### src/rtl/plab1_imul_arb.sv
// plab1_imul_arb: two-requester round-robin front end for one shared
// multiplier. Each issued request records its requester ID in a small tag
// FIFO. The multiplier returns results in order, so the head tag tells us
// which requester the next result belongs to.
module plab1_imul_arb #(
  parameter int MSG_NBITS = 67,
  parameter int TAG_DEPTH = 4
) (
  input  logic                 clk,
  input  logic                 reset,

  input  logic [MSG_NBITS-1:0] in0_msg,
  input  logic                 in0_val,
  output logic                 in0_rdy,

  input  logic [MSG_NBITS-1:0] in1_msg,
  input  logic                 in1_val,
  output logic                 in1_rdy,

  output logic [MSG_NBITS-1:0] mul_req_msg,
  output logic                 mul_req_val,
  input  logic                 mul_req_rdy,

  input  logic [31:0]          mul_resp_msg,
  input  logic                 mul_resp_val,
  output logic                 mul_resp_rdy,

  output logic [31:0]          out0_msg,
  output logic                 out0_val,
  input  logic                 out0_rdy,

  output logic [31:0]          out1_msg,
  output logic                 out1_val,
  input  logic                 out1_rdy
);

  localparam int PTR_W = (TAG_DEPTH > 1) ? $clog2(TAG_DEPTH) : 1;
  localparam int CNT_W = $clog2(TAG_DEPTH + 1);
  localparam logic [CNT_W-1:0] CNT_FULL = CNT_W'(TAG_DEPTH);
  localparam logic [PTR_W-1:0] PTR_LAST = PTR_W'(TAG_DEPTH - 1);
  localparam logic [PTR_W-1:0] PTR_ONE  = PTR_W'(1);
  localparam logic [CNT_W-1:0] CNT_ONE  = CNT_W'(1);

  // State: round-robin priority and tag FIFO (storage, pointers, occupancy)
  logic                 prio_q,   prio_d;
  logic [TAG_DEPTH-1:0] tag_q,    tag_d;
  logic [PTR_W-1:0]     wr_ptr_q, wr_ptr_d;
  logic [PTR_W-1:0]     rd_ptr_q, rd_ptr_d;
  logic [CNT_W-1:0]     count_q,  count_d;

  logic full;
  logic empty;
  logic head;
  logic any_val;
  logic grant;
  logic issue;
  logic head_rdy;
  logic pop;

  // FIFO status and the requester ID owning the oldest outstanding result
  always_comb begin
    full  = (count_q == CNT_FULL);
    empty = (count_q == '0);
    head  = tag_q[rd_ptr_q];
  end

  // Grant selection: prio breaks ties; a lone requester always wins
  always_comb begin
    any_val = in0_val | in1_val;
    if (in0_val & in1_val) grant = prio_q;
    else                   grant = in1_val;
  end

  // Request path: forward the granted message, accept it only on a real issue.
  // Valid is independent of mul_req_rdy; reset forces the channel idle.
  always_comb begin
    mul_req_val = any_val & ~full & ~reset;
    mul_req_msg = grant ? in1_msg : in0_msg;
    issue       = mul_req_val & mul_req_rdy;
    in0_rdy     = issue & ~grant;
    in1_rdy     = issue &  grant;
  end

  // Response path: steer the result to the requester named by the head tag.
  // With no tag outstanding a stray response is neither taken nor forwarded.
  always_comb begin
    head_rdy     = head ? out1_rdy : out0_rdy;
    mul_resp_rdy = ~empty & head_rdy & ~reset;
    out0_val     = mul_resp_val & ~empty & ~head & ~reset;
    out1_val     = mul_resp_val & ~empty &  head & ~reset;
    out0_msg     = mul_resp_msg;
    out1_msg     = mul_resp_msg;
    pop          = mul_resp_val & mul_resp_rdy;
  end

  // Next state: push tag on issue, pop on response accept, rotate priority.
  // Issue already excludes the full case, so a pop never makes room the same cycle.
  always_comb begin
    prio_d   = prio_q;
    tag_d    = tag_q;
    wr_ptr_d = wr_ptr_q;
    rd_ptr_d = rd_ptr_q;
    count_d  = count_q;
    if (issue) begin
      prio_d          = ~grant;
      tag_d[wr_ptr_q] = grant;
      wr_ptr_d        = (wr_ptr_q == PTR_LAST) ? '0 : wr_ptr_q + PTR_ONE;
    end
    if (pop) begin
      rd_ptr_d = (rd_ptr_q == PTR_LAST) ? '0 : rd_ptr_q + PTR_ONE;
    end
    case ({issue, pop})
      2'b10:   count_d = count_q + CNT_ONE;
      2'b01:   count_d = count_q - CNT_ONE;
      default: count_d = count_q;
    endcase
  end

  // Registers; reset drops every outstanding tag and restores priority to requester 0
  always_ff @(posedge clk) begin
    if (reset) begin
      prio_q   <= 1'b0;
      tag_q    <= '0;
      wr_ptr_q <= '0;
      rd_ptr_q <= '0;
      count_q  <= '0;
    end else begin
      prio_q   <= prio_d;
      tag_q    <= tag_d;
      wr_ptr_q <= wr_ptr_d;
      rd_ptr_q <= rd_ptr_d;
      count_q  <= count_d;
    end
  end

endmodule

### config.mk
export PLATFORM = sky130hd
export DESIGN_NAME = plab1_imul_arb
export DESIGN_NICKNAME = d
export VERILOG_FILES = /design/src/rtl/plab1_imul_arb.sv
export SDC_FILE = /design/constraint.sdc
export NUM_CORES = 1
export LEC_CHECK = 0
export BUFFER_PORTS_ARGS = -buffer_cell sky130_fd_sc_hd__buf_2
export CAP_MARGIN = 20
export CORE_AREA = 3 3 120 122
export CTS_CLUSTER_SIZE = 16
export DETAILED_ROUTE_END_ITERATION = 12
export DIE_AREA = 0 0 123 125
export PLACE_DENSITY = 0.48
export SYNTH_ARGS = -nofsm -noshare
export SYNTH_HDL_FRONTEND = slang
export SYNTH_SLANG_ARGS = --single-unit
export TNS_END_PERCENT = 100
### constraint.sdc
create_clock -name clk -period 2.6 [get_ports clk]
set_clock_uncertainty 0.2 [all_clocks]
set_input_delay 0.39 -clock clk [delete_from_list [all_inputs] [get_ports clk]]
set_output_delay 0.39 -clock clk [all_outputs]
set_load 0.1 [all_outputs]
# Word level (Yosys, flattened, before mapping)
# Index checks and enable logic that the tools add are counted.
# op_classes
n_addsub	4
magnitude_cmp	3
n_eq_ne	5
muxes	11
bitwise_logic	20
reduce_logical	3
# op_table
cell	count
two-way mux 67 bit	1
bitwise AND 1 bit	14
equality test 2 bit, second input constant	3
< comparator 2 x 3 -> 1 bit, second input constant	2
case mux 3 bit (2 select lines)	1
NOT 1 bit	5
adder 2 x 1 -> 2 bit, second input constant	2
bitwise mux 4 bit	1
two-way mux 1 bit	4
two-way mux 2 bit	2
adder 3 x 1 -> 3 bit, second input constant	1
equality test 3 bit, second input constant	1
zero test 3 bit	1
subtractor 3 x 1 -> 3 bit, second input constant	1
binary-select mux 1 bit (select 2 bit)	1
demux 1 bit (select 2 bit)	1
equality test 2 x 1 -> 1 bit, second input constant	1
greater-or-equal comparator 2 x 1 -> 1 bit, second input constant	1
nonzero test 2 bit	1
logical AND 1 bit	1
OR 1 bit	1
# word_totals
regBits	12
inputBits	174
out_inout_bits	137
elab_cells	51

# Logic depth before layout (Yosys ltp)
# logic_depth
depth_word	8
ltp_mapped	9

# Worst setup path before layout
# Ideal clock, no wire load.
# synth_path
kind	register to output
startpoint	register rd_ptr_q[1]
endpoint	output port mul_resp_rdy
arrival_ns	2.330
t_required_ns	2.010
slack_ns	-0.320
path_stages_with_launch	4
path_buffers	0
cell_sequence	dfxtp_1 -> mux4_2 -> mux2i_2 -> nor2_1
# synth_via
elab_chain_cells	5
# synth_lines
element	line_no	text
start: declaration	48	logic [PTR_W-1:0] rd_ptr_q, rd_ptr_d;
start signal: assignment	131	rd_ptr_q <= rd_ptr_d;
binary-select mux 1 bit (select 2 bit)	64	head = tag_q[rd_ptr_q];
two-way mux 1 bit (implied by the code)	64	
two-way mux 1 bit	87	head_rdy = head ? out1_rdy : out0_rdy;
bitwise AND 1 bit (2 in a row)	88	mul_resp_rdy = ~empty & head_rdy & ~reset;
end: declaration	26	output logic mul_resp_rdy,
# No other way between the ends. The select of a mux whose other input is x is not followed.

# Worst setup path in the final report
# layout_path
startpoint	register rd_ptr_q[1]
endpoint	register count_q[2]
# layout_via
elab_chain_cells	8
elab_cells_between_ends	10
cone_classes	2 x eq/ne; 4 x mux; 3 x bitwise; 1 x reduce/logical
# layout_lines
element	line_no	text
binary-select mux 1 bit (select 2 bit) *	64	
two-way mux 1 bit (implied by the code) *	64	
two-way mux 1 bit *	87	
bitwise AND 1 bit * (2 in a row)	88	
bitwise AND 1 bit *	93	pop = mul_resp_val & mul_resp_rdy;
net pop	58	logic pop;
equality test 2 x 1 -> 1 bit / equality test 2 bit (equally long branches)	112	case ({issue, pop})
case mux 3 bit (2 select lines) / nonzero test 2 bit (equally long branches)	--	
end signal: assignment	132	count_q <= count_d;
end: declaration	49	logic [CNT_W-1:0] count_q, count_d;
# Mark *: on every way through the listed nets, which the timed path passes. The rest lies on a longest branch. The select of a mux whose other input is x is not followed.
# A chain may end at the register's enable or synchronous reset.

==> out/results.ini <==
[global_route]
grt_pass1_vias = 2445
grt.total_usage_pct = 10.1
antenna_found_initial = 0
grt_max_degree = 73
overflow = 0
grt_pass1_wl_um = 12600

[timing]
drv_slew = 0
period_needed_ns = 2.60
slew_headroom_pct = 67.7
whs_ns = 0.287
worst_slack_ns = -0.000931
finalHoldViolations = 0
fmax_mhz = 384
fin_crit_sh_pct = 100
tightest_slew_ns = 0.487
rsz0062_at_grt = yes
fin_setup_tns_ns = -0.000931
setup_violations = 1

[critical_path]
end_kind = register
crit_path_start_kind = register
setup.worst_path.class = register to register
critPathLaunch = rd_ptr_q[1]$_SDFFE_PP0P_
r2r.worst_path.cells = 9
required_ns = 2.57
r2r_setup_slack_ns = -0.0009
r2r_end = count_q[2]$_SDFFE_PP0P_
cp_max_fo = 2
r2r_start = rd_ptr_q[1]$_SDFFE_PP0P_
critPathArrivalTime_ns = 2.57

[cts]
clkLatencyLatePin_ns = 0.23
h-tree-depth = 1
root_buffer = clkbuf_16
cts.clk_slew.worst_paths_ns = 0.04
ctsHoldBuffers = 0
clock_path_buffers = 2
cts_buffers = 3
cts_setup_buffers = 0
cts.sinks = 12
tritoncts = yes

[cells_and_area]
drive_gt1_share_pct = 49.0
antenna_cells = 0
num-nets-final = 687
area_growth_pct = 101
fillCellCount = 1449
multi_input_area_mm2 = 0.00123
seq_area_um2 = 241
final_area_mm2 = 0.00401

[floorplan]
dieArea_mm2 = 0.0154
pin_count = 311
fp.dieW_um = 123
fp.coreArea_mm2 = 0.0133
fp-row-count = 42
start_util_pct = 15.0
die_h_um = 125

[power]
vdd_ir_drop_max_uv = 255
leakage_nw = 2.20
power_density_mw_per_mm2 = 498

[route]
wl_met2_um = 3780
routed-via-count = 2506
drc = 0
wl_um = 8420
drt_first_pass_iters = 4
drtIter0Drc = 90
met3_length_um = 1480
wl_met1_um = 3020
routedWlPerCell_um = 12.4
top_layer = met4
drtAntennaViolNets = 0
avgViaCountPerCell = 3.69

[yosys]
synth_fp_nets = 539
ys_warn_count = 0
synth-edff-count = 0
avgSynthCellArea_um2 = 5.58
async_reset_ff_share_pct = 0
yosysSeqAreaShare_pct = 12.0
synth-main-ff-cell = dfxtp_1
synth_area_mm2 = 0.00200
synth_cell_types = 30
synth-seq-cells = 12
syn_inst = 358

[job]
cap_violations = 0

[outcome]
violations = negative setup slack
status = complete, but fails checks

[place]
io_buffers = 214
place_hpwl_um = 7100
place_area_mm2 = 0.00393
place.gp.congestion = 0.778
dpl_worst_slack_ns = -0.0224

[worst_hold_path]
whs_endpoint = tag_q[0]$_SDFFE_PP0P_
worstHoldPathCells = 2
hold_path_class = register to register
min_from = tag_q[0]$_SDFFE_PP0P_

-- placed cells by master, fill, tap and decap left out, types with 2 or more instances in the layout --
| cell | instances |
|---|---|
| nand2_1 | 203 |
| buf_2 | 145 |
| buf_12 | 71 |
| dfxtp_1 | 11 |
| nor2_1 | 8 |
| buf_4 | 8 |
| inv_1 | 5 |
| nor2_2 | 5 |
| mux2i_1 | 5 |
| ha_1 | 5 |
| nand4_1 | 4 |
| or3_1 | 3 |
| inv_2 | 3 |
| a21oi_1 | 3 |
| clkbuf_16 | 3 |
| xor2_1 | 2 |
| o21ai_0 | 2 |
-- power breakdown --
group,switching [W],internal (W)
sequential,0.00000624,0.000191
combinational,0.00101,0.000524
clock,0.0000680,0.000199
total,0.00108,0.000914
-- state kept, by name (all words and copies together), names as in the netlist --
register and count:
count_q 3, prio_q 1, rd_ptr_q 2, tag_q 4
wr_ptr_q 2
-- worst max-delay path by stage --
stage	cells after the start	to	slack, ns
after global placement	9	count_q[2]$_SDFFE_PP0P_	-0.002
after detailed placement	9	count_q[2]$_SDFFE_PP0P_	-0.02
after CTS	9	count_q[2]$_SDFFE_PP0P_	-0.007
final	9	count_q[2]$_SDFFE_PP0P_	-0.0009
after floorplan	9	count_q[2]$_SDFFE_PP0P_	-0.02
after global routing	9	count_q[2]$_SDFFE_PP0P_	-0.1
-- per-stage QoR --
stage / total power, W / instances / utilization (%)
finish: 0.00199 / 680 / 30.1
global route: 0.00208 / 680 / 30.1
CTS: 0.00202 / 680 / 30.1
detailed placement: 0.00174 / 677 / 29.6
global placement: 0.00174 / 677 / 29.6
floorplan: 0.00158 / 358 / -
-- worst max-delay path: stages (launching register included) --
cell	delay [ns]
dfxtp_2	0.33
mux4_2	0.55
mux2i_4	0.21
nor2_2	0.11
ha_2	0.20
inv_2	0.04
fa_2	0.32
xor2_1	0.15
or3_1	0.32
a21oi_2	0.12
-- layer usage --
metal	track usage, %	vias to the layer above
li1	-	1320
met1	11.3	991
met2	17.0	176
met3	5.51	19
met4	2.21	0
met5	0	-
-- synthesized netlist by cell type, types with 2 or more instances --
cell	instances	share of area, %
dfxtp_1	12	12
inv_1	6	1.1
nor2_1	12	2.3
buf_2	2	0.50
nand2_1	203	38
inv_2	2	0.38
buf_4	64	24
nor2b_1	2	0.63
o21ai_0	2	0.50
a21oi_1	4	1.0
nand4_1	4	1.3
mux2i_1	5	2.5
xor2_1	2	0.88
or3_1	3	0.94
clkbuf_1	15	2.8
ha_1	6	3.8
-- layout make-up --
cell class	instances	area share, %
multi-input cells	257	30.8
inverters	8	0.749
repair buffers	224	55.1
flip-flops and latches	12	6.03
clock buffers	3	1.87
well taps	176	5.49
-- what timing repair did --
item / 4_1_cts / 5_1_grt
pin swaps: 1 / 1
resized for setup: 1 / 1
endpoints found under the setup margin: 1 / 1
-- kinds of logic (layout without fill, tap and decap cells) --
family,count (synthesis),count (layout),synth area share [%]
compound gates,10,10,3.01
xor+xnor,2,2,0.877
fa+ha+maj,7,7,4.76
buf+inv,89,235,28.9
flops,12,12,12.0
mux,8,8,5.07
simple gates,230,230,45.4
Power figures use the tool's default switching activity.
